## config.mk

```make
export PLATFORM = sky130hd
export DESIGN_NAME = stream_demux_1to4
export DESIGN_NICKNAME = d
export VERILOG_FILES = /design/src/rtl/stream_demux_1to4.sv
export SDC_FILE = /design/constraint.sdc
export NUM_CORES = 1
export LEC_CHECK = 0
export ABC_AREA = 1
export CAP_MARGIN = 5
export CORE_ASPECT_RATIO = 1.5
export CORE_MARGIN = 2
export CORE_UTILIZATION = 45
export CTS_CLUSTER_SIZE = 28
export DETAILED_ROUTE_END_ITERATION = 6
export GPL_TIMING_DRIVEN = 0
export PLACE_DENSITY_LB_ADDON = 0.05
export SLEW_MARGIN = 20
export SYNTH_ARGS = -nofsm -noshare
export SYNTH_HDL_FRONTEND = slang
export SYNTH_SLANG_ARGS = --single-unit
```

## constraint.sdc

```tcl
create_clock -name clk -period 3.98 [get_ports clk]
set_clock_uncertainty 0.1 [all_clocks]
set_input_delay 1.194 -clock clk [delete_from_list [all_inputs] [get_ports clk]]
set_output_delay 1.194 -clock clk [all_outputs]
set_load 0.1 [all_outputs]
```

## src/rtl/stream_demux_1to4.sv

```systemverilog
// rtl/stream_demux_1to4.sv - 1:4 valid/ready stream demux with a 2-entry FIFO per lane
module stream_demux_1to4 #(
   parameter int N = 4
) (
   input  logic           clk,
   input  logic           rst_n,
   input  logic [N-1:0]   in_data,
   input  logic [1:0]     in_sel,
   input  logic           in_valid,
   output logic           in_ready,
   output logic [4*N-1:0] out_data,
   output logic [3:0]     out_valid,
   input  logic [3:0]     out_ready,
   output logic           busy
);

   logic [N-1:0] mem [4][2];
   logic [1:0]   cnt [4];
   logic [3:0]   rd_ptr;
   logic [3:0]   wr_ptr;
   logic [3:0]   push;
   logic [3:0]   pop;

   // in_ready depends only on in_sel and lane counts, never on in_valid or out_ready
   always_comb begin
      in_ready  = (cnt[in_sel] != 2'd2);
      out_valid = '0;
      out_data  = '0;
      push      = '0;
      pop       = '0;
      for (int k = 0; k < 4; k++) begin
         out_valid[k]      = (cnt[k] != 2'd0);
         out_data[k*N +: N] = mem[k][rd_ptr[k]];
         push[k]           = in_valid && in_ready && (in_sel == 2'(k));
         pop[k]            = out_valid[k] && out_ready[k];
      end
   end

   assign busy = |out_valid;

   always_ff @(posedge clk or negedge rst_n) begin
      if (!rst_n) begin
         rd_ptr <= '0;
         wr_ptr <= '0;
         for (int k = 0; k < 4; k++) begin
            cnt[k]    <= '0;
            mem[k][0] <= '0;
            mem[k][1] <= '0;
         end
      end else begin
         for (int k = 0; k < 4; k++) begin
            if (push[k]) begin
               mem[k][wr_ptr[k]] <= in_data;
               wr_ptr[k]         <= ~wr_ptr[k];
            end
            if (pop[k]) begin
               rd_ptr[k] <= ~rd_ptr[k];
            end
            // push and pop together leave the count unchanged
            case ({push[k], pop[k]})
               2'b10:   cnt[k] <= cnt[k] + 2'd1;
               2'b01:   cnt[k] <= cnt[k] - 2'd1;
               default: cnt[k] <= cnt[k];
            endcase
         end
      end
   end

endmodule

```

==> impl_metrics.env <==
export IMPL_status="complete, no violations"
export IMPL_reg2reg_from="cnt[5]"
export IMPL_maxCapViolations=0
export IMPL_synth_fa_ha_area_share_pct=2.14
export IMPL_rr_endpoint="cnt[1]"
export IMPL_hold_slack_ps=386
export IMPL_crit_type="input pin to output pin"
export IMPL_cp_slowest_cell="dlymetal6s2s_1"
export IMPL_synthTopCellsByArea="dfrtp_1 (51%), nand2_1 (27%), xnor2_1 (3.0%)"
export IMPL_slew_headroom_pct=35.0
export IMPL_multi_input_area_um2=1030
export IMPL_clock_fmax_ghz=0.282
export IMPL_nNetsFinal=354
export IMPL_synth_top_area_share_pct=51.3
export IMPL_crit_path_frequent_cell="buf_6"
export IMPL_wire_per_inst_um=12.7
export IMPL_ys_ff_latch=48
export IMPL_finalSetupViolations=0
export IMPL_critical_path_top_delay_family="buffers and inverters"
export IMPL_drt_wl_total_um=5160
export IMPL_ctsRootBufferMaster="clkbuf_8"
export IMPL_vias=1925
export IMPL_die_area_um2=5810
export IMPL_start_util_pct=46.1
export IMPL_synth_distinct_cells=21
export IMPL_die_h_um=92.4
export IMPL_hold_path_class="flip-flop to flip-flop"
export IMPL_synth_edf_count=0
export IMPL_register_area_um2=1200
export IMPL_n_antenna_cell=0
export IMPL_fin_ws_ps=433
export IMPL_syn_to_final_growth_pct=21.0
export IMPL_core_area_um2=5080
export IMPL_antenna_found_initial=0
export IMPL_post_cts_buffers=0
export IMPL_numPortBuffers=29
export IMPL_worstPathMaxFanout=10
export IMPL_synth_compound_area_share_pct=1.71
export IMPL_synthXorXnorAreaFrac_pct=4.48
export IMPL_overflow=0
export IMPL_ys_async_sr_fraction_pct=100
export IMPL_finalHoldViolCount=0
export IMPL_worst_path_buf_inv=4
export IMPL_dp_hpwl_um=3790
export IMPL_yosysMostFrequentCell="nand2_1"
export IMPL_period_needed_ps=3550
export IMPL_drt_iter0_drc=58
export IMPL_avgSynthCellArea_um2=7.81
export IMPL_drt_first_pass_iters=4
export IMPL_dp_cells=398
export IMPL_cts_buffers=5
export IMPL_synth_mux_area_share_pct=0
export IMPL_hold_path_end="mem[1]"
export IMPL_worst_pin_slew_ps=972
export IMPL_ant_nets=0
export IMPL_drive_gt1_share_pct=6.51
export IMPL_critPathMaxStageDelay_ps=280
export IMPL_yosys_top_cells_count="nand2_1 (169), dfrtp_1 (48), inv_1 (17), nor2_1 (13)"
export IMPL_clock_path_buffers=2
export IMPL_hp_start="mem[1]"
export IMPL_cts_clk_slew_worst_paths_ps=100
export IMPL_grt_pass1_vias=1864
export IMPL_synth_top_flop_cell="dfrtp_1"
export IMPL_gp_congestion=0.808
export IMPL_netlist_instances=300
export IMPL_synth_simple_area_share_pct=35.8
export IMPL_grt_use_total_pct=19.2
export IMPL_yosysSeqAreaShare_pct=51.3
export IMPL_grt_max_degree=33
export IMPL_setup_tns_ps=0
export IMPL_endpoint_kind="output pin"
export IMPL_critPathArrivalTime_ps=2250
export IMPL_syn_area_um2=2340
export IMPL_clock_sinks=48
export IMPL_grt_pass1_wl_um=8640
export IMPL_synth_top_family_by_area="simple AND/OR/NAND/NOR gates"
export IMPL_die_w_um=62.9
export IMPL_cts_max_level=2
export IMPL_crit_chain="dlymetal6s2s_1 > inv_2 > nand3_1 > nand2_1 > nor2_1 > nand2_2 > buf_6 > buf_6"
export IMPL_yosysTopAreaCell="dfrtp_1"
export IMPL_route_detailed_drc=0
export IMPL_fillers=517
export IMPL_cp_required_ps=2690
export IMPL_dp_slack_ps=-836
export IMPL_clk_latency_ps=300
export IMPL_yosysWarningCount=0
export IMPL_period_share_pct=89.1
export IMPL_std_cell_rows=32
export IMPL_viasPerCell=4.74
export IMPL_holdPathStages=2
export IMPL_fin_cells=406
export IMPL_startpoint_type="input pin"
export IMPL_r2r_slack_ps=2020
export IMPL_maxSlewViolCount=0
export IMPL_tritoncts="built"
export IMPL_rsz0062_at_grt="no"
export IMPL_syn_nets=317
export IMPL_ioPinCount=35
export IMPL_r2r_worst_path_cells=11
[worst max path at each step]
stage          startpoint        to  slack [ps]  depth (start not counted)
3_5_place_dp    in_sel[1]  in_ready        -840                          8
5_1_grt         in_sel[1]  in_ready         330                          8
4_1_cts         in_sel[1]  in_ready          50                          8
3_3_place_gp    in_sel[1]  in_ready        -830                          7
6_report        in_sel[1]  in_ready         430                          8
2_1_floorplan   in_sel[0]  in_ready         740                          7
[per-stage QoR]
| step | instance area [um2] | util (%) |
|---|---|---|
| floorplan | 2340 | - |
| global placement | 2720 | 53.5 |
| detailed placement | 2730 | 53.8 |
| CTS | 2830 | 55.7 |
| global route | 2840 | 55.8 |
| finish | 2840 | 55.8 |
[registers in the layout, indices dropped and copies added, names as in the netlist]
signal / count
rd_ptr: 4
cnt: 8
mem: 32
wr_ptr: 4
[cells by family (layout without fill, tap and decap cells)]
kind of cell | Yosys count | in the layout
fa+ha+maj | 4 | 4
xor+xnor | 12 | 12
compound gates | 8 | 8
simple gates | 202 | 202
buf+inv | 26 | 64
flops | 48 | 48
[area by class of cell]
type	count	area share (%)
flip-flops and latches	48	42.4
plain buffers	7	1.32
clock buffers	6	2.91
multi-input cells	226	36.5
well taps	68	3.00
inverters	19	2.52
clock inverters	2	0.530
repair buffers	30	10.9
[worst min-delay path, cell delays in order, from the launching register on]
cell and delay [ps]:
dfrtp_1 360, nand2_1 50, nand2_1 50
[cells in the final DEF (no fill, tap or decap)]
cell type / n
nand2_1: 169
nor2_1: 13
nand3_1: 5
clkdlybuf4s50_1: 26
dlymetal6s2s_1: 1
xor2_1: 4
a21oi_1: 4
dfrtp_1: 48
nand3_2: 1
clkbuf_1: 4
ha_1: 4
buf_12: 1
nand4_1: 8
inv_1: 17
o21ai_0: 4
buf_1: 1
inv_2: 2
buf_6: 2
clkbuf_8: 6
xnor2_1: 8
nor2_4: 3
nand2_2: 1
buf_4: 1
nand4_2: 1
nand3_4: 1
clkinvlp_4: 2
buf_2: 1
[metal layers]
metal / global-route usage, % / share of wire (%)
met3: 3.04 / 2.8
met1: 24.1 / 44
met2: 33.4 / 51
met4: 6.67 / 1.8
met5: 0 / 0
[what timing repair did]
action,4_1_cts,5_1_grt
endpoints found under the hold margin,0,0
gates resized for setup,7,1
hold buffers,0,0
setup endpoints to repair,1,1
pin swaps,0,0
Power is not shown: default switching activity piles up to over one toggle a cycle in this logic, so the estimate is an artifact.
